<file path="config.mk">
export PLATFORM = sky130hd
export DESIGN_NAME = shift_sequencer_flat
export DESIGN_NICKNAME = d
export VERILOG_FILES = /design/src/rtl/shift_pkg.sv /design/src/rtl/shift_sequencer_if.sv /design/src/rtl/shift_sequencer.sv /design/src/flat_wrapper.sv
export SDC_FILE = /design/constraint.sdc
export NUM_CORES = 1
export LEC_CHECK = 0
export CAP_MARGIN = 20
export CORE_ASPECT_RATIO = 1.25
export CORE_MARGIN = 2
export CORE_UTILIZATION = 46
export CTS_CLUSTER_DIAMETER = 100
export DETAILED_ROUTE_END_ITERATION = 7
export GPL_ROUTABILITY_DRIVEN = 1
export PLACE_DENSITY_LB_ADDON = 0.3
export SYNTH_ARGS = -nofsm -noshare
export SYNTH_HDL_FRONTEND = slang
export SYNTH_SLANG_ARGS = --single-unit
</file>
<file path="constraint.sdc">
create_clock -name clk -period 4.9 [get_ports clk]
set_input_delay 0.735 -clock clk [delete_from_list [all_inputs] [get_ports clk]]
set_output_delay 0.735 -clock clk [all_outputs]
set_load 0.1 [all_outputs]
</file>
<file path="src/rtl/shift_pkg.sv">
// Shared types and default widths for the shift sequencer and the barrel shifter it feeds.
package shift_pkg;

    localparam int unsigned SHIFT_N = 64;
    localparam int unsigned SHIFT_M = 6;

    typedef enum logic [1:0] {
        IDLE = 2'd0,
        RUN  = 2'd1,
        DONE = 2'd2
    } seq_state_t;

endpackage

</file>
<file path="src/rtl/shift_sequencer_if.sv">
// Command and beat-stream signals between the sequencer and its parent/shifter.
interface shift_sequencer_if
    import shift_pkg::*;
#(
    parameter int N = SHIFT_N,
    parameter int M = SHIFT_M
);

    logic         cmd_valid;
    logic         cmd_ready;
    logic [N-1:0] cmd_data;
    logic [M-1:0] cmd_start;
    logic [M-1:0] cmd_step;
    logic [M:0]   cmd_count;
    logic [N-1:0] input_bits;
    logic [M-1:0] shift_pattern;
    logic         out_valid;
    logic         out_ready;
    logic         busy;
    logic         done;

    // master: command source and beat sink; slave: the sequencer itself
    modport master (
        output cmd_valid, cmd_data, cmd_start, cmd_step, cmd_count, out_ready,
        input  cmd_ready, input_bits, shift_pattern, out_valid, busy, done
    );

    modport slave (
        input  cmd_valid, cmd_data, cmd_start, cmd_step, cmd_count, out_ready,
        output cmd_ready, input_bits, shift_pattern, out_valid, busy, done
    );

endinterface

</file>
<file path="src/rtl/shift_sequencer.sv">
// Accepts one shift command and streams (data, amount) beats to the barrel shifter,
// stepping the amount modulo 2^M, then pulses done.
module shift_sequencer
    import shift_pkg::*;
#(
    parameter int N = SHIFT_N,
    parameter int M = SHIFT_M
) (
    input logic              clk,
    input logic              rst_n,
    shift_sequencer_if.slave bus
);

    localparam logic [M:0] REM_ONE = {{M{1'b0}}, 1'b1};

    seq_state_t   state_q, state_d;
    logic [N-1:0] input_bits_q, input_bits_d;
    logic [M-1:0] shift_pattern_q, shift_pattern_d;
    logic [M-1:0] step_q, step_d;
    logic [M:0]   remaining_q, remaining_d;
    logic         out_valid_q, out_valid_d;
    logic         done_q, done_d;
    logic         busy_q, busy_d;
    logic         cmd_ready_q, cmd_ready_d;

    always_comb begin
        // NOTE: every _d starts as its _q so no path leaves a signal unassigned (no latches).
        state_d         = state_q;
        input_bits_d    = input_bits_q;
        shift_pattern_d = shift_pattern_q;
        step_d          = step_q;
        remaining_d     = remaining_q;
        out_valid_d     = out_valid_q;
        done_d          = 1'b0;
        busy_d          = busy_q;
        cmd_ready_d     = cmd_ready_q;

        unique case (state_q)
            IDLE: begin
                if (bus.cmd_valid) begin
                    input_bits_d    = bus.cmd_data;
                    shift_pattern_d = bus.cmd_start;
                    step_d          = bus.cmd_step;
                    remaining_d     = bus.cmd_count;
                    busy_d          = 1'b1;
                    cmd_ready_d     = 1'b0;
                    if (bus.cmd_count == '0) begin
                        state_d = DONE;
                        done_d  = 1'b1;
                    end else begin
                        state_d     = RUN;
                        out_valid_d = 1'b1;
                    end
                end
            end
            RUN: begin
                if (out_valid_q && bus.out_ready) begin
                    // Sum truncates to M bits: the amount wraps rather than saturates.
                    shift_pattern_d = shift_pattern_q + step_q;
                    remaining_d     = remaining_q - REM_ONE;
                    if (remaining_q == REM_ONE) begin
                        state_d     = DONE;
                        out_valid_d = 1'b0;
                        done_d      = 1'b1;
                    end
                end
            end
            DONE: begin
                state_d     = IDLE;
                busy_d      = 1'b0;
                cmd_ready_d = 1'b1;
            end
            default: begin
                state_d     = IDLE;
                out_valid_d = 1'b0;
                busy_d      = 1'b0;
                cmd_ready_d = 1'b1;
            end
        endcase
    end

    // NOTE: registers are all small control/datapath flops, so each gets an explicit reset value.
    always_ff @(posedge clk or negedge rst_n) begin
        if (!rst_n) begin
            state_q         <= IDLE;
            input_bits_q    <= '0;
            shift_pattern_q <= '0;
            step_q          <= '0;
            remaining_q     <= '0;
            out_valid_q     <= 1'b0;
            done_q          <= 1'b0;
            busy_q          <= 1'b0;
            cmd_ready_q     <= 1'b1;
        end else begin
            // NOTE: non-blocking so every flop samples the pre-edge values of the others.
            state_q         <= state_d;
            input_bits_q    <= input_bits_d;
            shift_pattern_q <= shift_pattern_d;
            step_q          <= step_d;
            remaining_q     <= remaining_d;
            out_valid_q     <= out_valid_d;
            done_q          <= done_d;
            busy_q          <= busy_d;
            cmd_ready_q     <= cmd_ready_d;
        end
    end

    assign bus.cmd_ready     = cmd_ready_q;
    assign bus.input_bits    = input_bits_q;
    assign bus.shift_pattern = shift_pattern_q;
    assign bus.out_valid     = out_valid_q;
    assign bus.busy          = busy_q;
    assign bus.done          = done_q;

endmodule

</file>
<file path="src/flat_wrapper.sv">
// flat-port wrapper written by rule: the top's interface ports become plain ports
module shift_sequencer_flat import shift_pkg::*;
#(
    parameter int N = SHIFT_N,
    parameter int M = SHIFT_M
)
  (clk, rst_n, bus_cmd_valid, bus_cmd_data, bus_cmd_start, bus_cmd_step, bus_cmd_count, bus_out_ready, bus_cmd_ready, bus_input_bits, bus_shift_pattern, bus_out_valid, bus_busy, bus_done);
  shift_sequencer_if #(.N(N), .M(M)) bus_i ();
  input logic clk;
  input logic rst_n;
  input wire logic [$bits(bus_i.cmd_valid)-1:0] bus_cmd_valid;
  input wire logic [$bits(bus_i.cmd_data)-1:0] bus_cmd_data;
  input wire logic [$bits(bus_i.cmd_start)-1:0] bus_cmd_start;
  input wire logic [$bits(bus_i.cmd_step)-1:0] bus_cmd_step;
  input wire logic [$bits(bus_i.cmd_count)-1:0] bus_cmd_count;
  input wire logic [$bits(bus_i.out_ready)-1:0] bus_out_ready;
  output wire logic [$bits(bus_i.cmd_ready)-1:0] bus_cmd_ready;
  output wire logic [$bits(bus_i.input_bits)-1:0] bus_input_bits;
  output wire logic [$bits(bus_i.shift_pattern)-1:0] bus_shift_pattern;
  output wire logic [$bits(bus_i.out_valid)-1:0] bus_out_valid;
  output wire logic [$bits(bus_i.busy)-1:0] bus_busy;
  output wire logic [$bits(bus_i.done)-1:0] bus_done;
  assign bus_i.cmd_valid = bus_cmd_valid;
  assign bus_i.cmd_data = bus_cmd_data;
  assign bus_i.cmd_start = bus_cmd_start;
  assign bus_i.cmd_step = bus_cmd_step;
  assign bus_i.cmd_count = bus_cmd_count;
  assign bus_i.out_ready = bus_out_ready;
  assign bus_cmd_ready = bus_i.cmd_ready;
  assign bus_input_bits = bus_i.input_bits;
  assign bus_shift_pattern = bus_i.shift_pattern;
  assign bus_out_valid = bus_i.out_valid;
  assign bus_busy = bus_i.busy;
  assign bus_done = bus_i.done;
  shift_sequencer #(.N(N), .M(M)) u_core (.clk(clk), .rst_n(rst_n), .bus(bus_i));
endmodule
</file>
# Yosys cells after proc, flatten, opt, wreduce, memory -nomap -nowiden
# Index checks and enable logic that the tools add are counted.
op_classes:
  add_sub_neg: 2
  eq_ne: 7
  muxes: 25
  bitwise_logic: 2
  reduce_logical: 9
op_table:
  columns: ["cell", "count"]
  rows:
  - ["7-bit 2-to-1 mux", 2]
  - ["7-bit one-hot mux with 2 select lines", 1]
  - ["6-bit 2-to-1 mux", 2]
  - ["6-bit one-hot mux with 2 select lines", 1]
  - ["1-bit 2-to-1 mux", 10]
  - ["2-bit 2-to-1 mux", 4]
  - ["7-bit by 1-bit == test with 1-bit output, second input constant", 1]
  - ["7-bit zero test", 1]
  - ["7-bit by 1-bit subtractor with 7-bit output, second input constant", 1]
  - ["6-bit adder", 1]
  - ["1-bit one-hot mux with 2 select lines", 3]
  - ["3-bit AND reduction", 2]
  - ["5-bit AND reduction", 1]
  - ["2-bit by 1-bit != test with 1-bit output, second input constant", 2]
  - ["2-bit != test, second input constant", 2]
  - ["2-bit one-hot mux with 2 select lines", 1]
  - ["2-bit AND reduction", 2]
  - ["1-bit one-hot mux with 3 select lines", 1]
  - ["2-bit by 1-bit == test with 1-bit output, second input constant", 1]
  - ["2-bit == test, second input constant", 1]
  - ["2-bit zero test", 1]
  - ["1-bit NOT", 2]
  - ["2-bit nonzero test", 1]
  - ["1-bit logical AND", 1]
word_totals:
  reg_bits: 89
  input_bits: 87
  output_inout_bits: 74

# Depth between registers and ports, before layout
depth:
  depth_word: 4
  mapped_depth: 7
  depth_no_buf: 7

# Least setup slack after synthesis
# No wires, ideal clock.
synth_path:
  kind: "reg2reg"
  start: "register u_core.shift_pattern_q[4], in the netlist u_core.bus.shift_pattern[4]"
  end: "register u_core.shift_pattern_q[5], in the netlist u_core.bus.shift_pattern[5]"
  arrival_ns: 2.289
  required_ns: 4.801
  setup_slack_ns: 2.511
  stages_incl_launch_ff: 6
  synth_period_minus_slack_ns: 2.389
  cell_sequence: "dfrtp_1 > ha_1 > and3_1 > a221o_1 > mux2_1 > a311oi_1"
synth_via:
  elab_chain_len: 3
synth_rtl:
  columns: ["item", "line_no", "text"]
  rows:
  - ["start, declared", "shift_sequencer.sv:18", "logic [M-1:0] shift_pattern_q, shift_pattern_d;"]
  - ["start signal, assigned", "shift_sequencer.sv:98", "shift_pattern_q <= shift_pattern_d;"]
  - ["6-bit adder", "shift_sequencer.sv:59", "shift_pattern_d = shift_pattern_q + step_q;"]
  - ["6-bit 2-to-1 mux", "shift_sequencer.sv:57", "if (out_valid_q && bus.out_ready) begin"]
  - ["6-bit one-hot mux with 2 select lines", "shift_sequencer.sv:38", "unique case (state_q)"]
# No other way between the ends. The select of a mux whose other input is x is not followed.
# A chain may end at the register's enable or synchronous reset.

# Worst setup path after layout
layout_path:
  start: "register u_core.out_valid_q, in the netlist u_core.bus.out_valid"
  end: "output port bus_out_valid"
layout_lines:
  columns: ["item", "line_no", "text"]
  rows:
  - ["start, declared", "shift_sequencer.sv:21", "logic out_valid_q, out_valid_d;"]
  - ["start signal, assigned", "shift_sequencer.sv:101", "out_valid_q <= out_valid_d;"]
  - ["end, declared", "flat_wrapper.sv:20", "output wire logic [$bits(bus_i.out_valid)-1:0] bus_out_valid;"]
# No word-level cell between the ends.

==> metrics.md <==
| Metric | Value |
|---|---|
| Critical Path AT | 2.06 ns |
| Critical path type | reg -> out |
| First-pass GRT wire length | 16,090 um |
| FF-to-FF path depth | 5 |
| Fin crit period | 2.794 ns |
| Fin. Hold Viols | 0 |
| Critical path buffer and inverter count | 1 |
| Port Buffers | 160 |
| Rows | 37 |
| Die Area | 9074 um^2 |
| Achievable clock frequency | 357.9 MHz |
| Area Overhead vs Synth | 48.59% |
| Max FO, Critical Path | 8 |
| Worst r2r dst | u_core.remaining_q[2] |
| Filler cells | 650 |
| CP Capture Type | output pin |
| Critical path startpoint category | flop |
| Final Skew | 0.006801 ns |
| Max cap viols | 0 |
| Total GRT Usage | 0.2243 |
| # hold bufs at CTS | 0 |
| Seq/Total Area, Yosys | 0.5820 |
| Post-synth top flop | dfrtp_1 |
| Clk slew on worst S/H paths | 0.08 ns |
| Asr flop ratio synth | 1.000 |
| Syn_nets | 529 |
| Starting Density | 0.4699 |
| RSZ-0062 raised after global routing | false |
| Root buf cell | clkbuf_8 |
| Worst-skew pair later-pin latency | 0.36 ns |
| Final setup fails | 0 |
| Worst Max-Slew Pin Slew | 1.001 ns |
| Ys Warns | 0 |
| Die X | 85.60 um |
| Min-Delay Path Class | in -> async |
| # resized after CTS | 0 |
| Fin crit share | 0.5702 |
| IO Pins | 161 |
| Mapped cell area | 3829 um^2 |
| Status | complete, no violations |
| Largest net degree at the start of global routing | 78 |
| Die height | 106 um |
| Initial antenna violation count | 0 |
| Fin. max-slew vios | 0 |
| Vias per cell | 5.022 |
| Post-CTS Setup Bufs | 0 |
| Detail Route Antenna Nets | 0 |
| TritonCTS clock tree | done |
| Worst R2R Start | u_core.state_q[0] |
| Wirelength per Cell | 14.21 um |
| Htree depth | 3 |
| Critical Path RT | 4.16 ns |
| Crit path cell chain | clkdlybuf4s50_1 |
| Vias | 3,465 |
| CTS buffer count | 9 |
| Slowest cell delay on critical path | 1.20 ns |
| Residual DRC count | 0 |
| Post-synth cell types | 41 |
| Dpl hpwl | 7030 um |
| Post-layout net count | 683 |
| Syn Area/Cell | 8.822 um^2 |
| Top Family by Delay on Critical Path | buffers and inverters |
| Congestion Overflow GR | 0 |
| Slew HR | 0.3306 |
| #FFs+latches synth | 89 |
| Worst reg-to-reg setup slack | 2.83 ns |
| Synth Instances | 434 |
| Vias in the first global route | 3,480 |
| Share of layout cells above drive strength 1 | 0.04216 |
| First DRT Iteration DRCs | 184 |
| Final Wtd Congestion | 0.8624 |
| Slowest cell on the critical path | clkdlybuf4s50_1 |
| TritonRoute pass-1 iters | 4 |
| Ant diodes | 0 |
| Post-synth EDFFs | 0 |
| Count of clock tree sinks | 89 |
| Final TNS setup | 0 ns |
| Area of the core | 8148 um^2 |
| Clock Tree Buf Depth | 2 |
| Post-Route WL | 9808 um |
[worst max-delay path by stage]
stage	from	to	cells past startpoint
after floorplan	u_core.bus.shift_pattern[4]	u_core.bus.shift_pattern[5]	5
after global placement	bus_cmd_valid	u_core.bus.shift_pattern[5]	5
after detailed placement	bus_cmd_valid	u_core.bus.shift_pattern[5]	5
after CTS	u_core.bus.out_valid	bus_out_valid	1
after global routing	u_core.bus.out_valid	bus_out_valid	1
final	u_core.bus.out_valid	bus_out_valid	1
[cells in the final DEF (no fill, tap or decap), types with 3 or more instances in the layout]
cell type / instances
nand2_1: 217
clkdlybuf4s50_1: 159
dfrtp_1: 88
a21oi_1: 13
o21ai_0: 13
clkbuf_8: 13
nor2_1: 11
inv_1: 9
ha_1: 7
nand2b_1: 6
buf_4: 5
o21ai_1: 4
and3_1: 4
nor4_1: 3
or3_1: 3
nand3_1: 3
[registers in the layout (all words and copies together) (netlist names)]
register,flops
u_core.bus.busy,1
u_core.bus.cmd_ready,1
u_core.bus.done,1
u_core.bus.input_bits,64
u_core.bus.out_valid,1
u_core.bus.shift_pattern,6
u_core.remaining_q,7
u_core.state_q,2
u_core.step_q,6
[cells in the mapped netlist (2+ instances only)]
cell type / count / area share
nand4_1: 2 / 0.0033
nor4_1: 3 / 0.0049
buf_2: 9 / 0.012
a21oi_1: 13 / 0.017
buf_1: 7 / 0.0069
o211ai_1: 2 / 0.0039
a211oi_1: 2 / 0.0039
inv_1: 9 / 0.0088
nand2_1: 217 / 0.21
xor2_1: 2 / 0.0046
clkbuf_1: 5 / 0.0049
nand3_1: 3 / 0.0039
ha_1: 7 / 0.023
o2bb2ai_1: 2 / 0.0046
dfrtp_1: 88 / 0.58
a31oi_1: 2 / 0.0033
o21ai_0: 13 / 0.017
or3_1: 3 / 0.0049
nor2_1: 11 / 0.011
and3_1: 4 / 0.0065
o21ai_1: 4 / 0.0052
nor3_1: 2 / 0.0026
nand2b_1: 6 / 0.0098
[area by class of cell]
| class | count | area, um^2 | share of cell area |
|---|---|---|---|
| clock buffer | 15 | 186.4 | 0.03277 |
| clock inverter | 1 | 7.507 | 0.001320 |
| inverter | 9 | 33.78 | 0.005938 |
| multi-input combinational | 315 | 1483 | 0.2606 |
| sequential | 89 | 2228 | 0.3917 |
| tap | 97 | 121.4 | 0.02133 |
| timing repair buffer | 164 | 1629 | 0.2863 |
[kinds of logic after synthesis]
kind of cell	after synthesis	synth area share
flip-flops	89	0.5820
XOR/XNOR	3	0.006864
AO/OA/AOI/OAI	46	0.07386
AND/OR/NAND/NOR	257	0.2739
adder cells (fa/ha/maj)	8	0.02810
multiplexers	1	0.002941
buffers and inverters	30	0.03235
[layer usage]
layer,GRT usage,wire (um),share of wire,vias to the layer above
li1,-,-,-,1697
met1,0.2897,4198,0.43,1619
met2,0.3694,4753,0.48,134
met3,0.03494,644,0.066,15
met4,0.1043,212,0.022,0
met5,0,0,0,-
[per-stage QoR]
stage | cells | util | hold slack, ns | setup WS [ns] | area (um^2)
final | 690 | 0.6982 | 0.3546 | 2.106 | 5689
after global routing | 690 | 0.6982 | 0.3936 | 2.049 | 5689
after CTS | 689 | 0.6973 | 0.3658 | 2.100 | 5682
after detailed placement | 673 | 0.6735 | 0.4607 | 2.179 | 5488
after global placement | 673 | 0.6735 | 0.4562 | 2.219 | 5488
after floorplan | 434 | - | 0.4394 | 2.511 | 3829
Power is not shown: default switching activity piles up to over one toggle a cycle in this logic, so the estimate is an artifact.
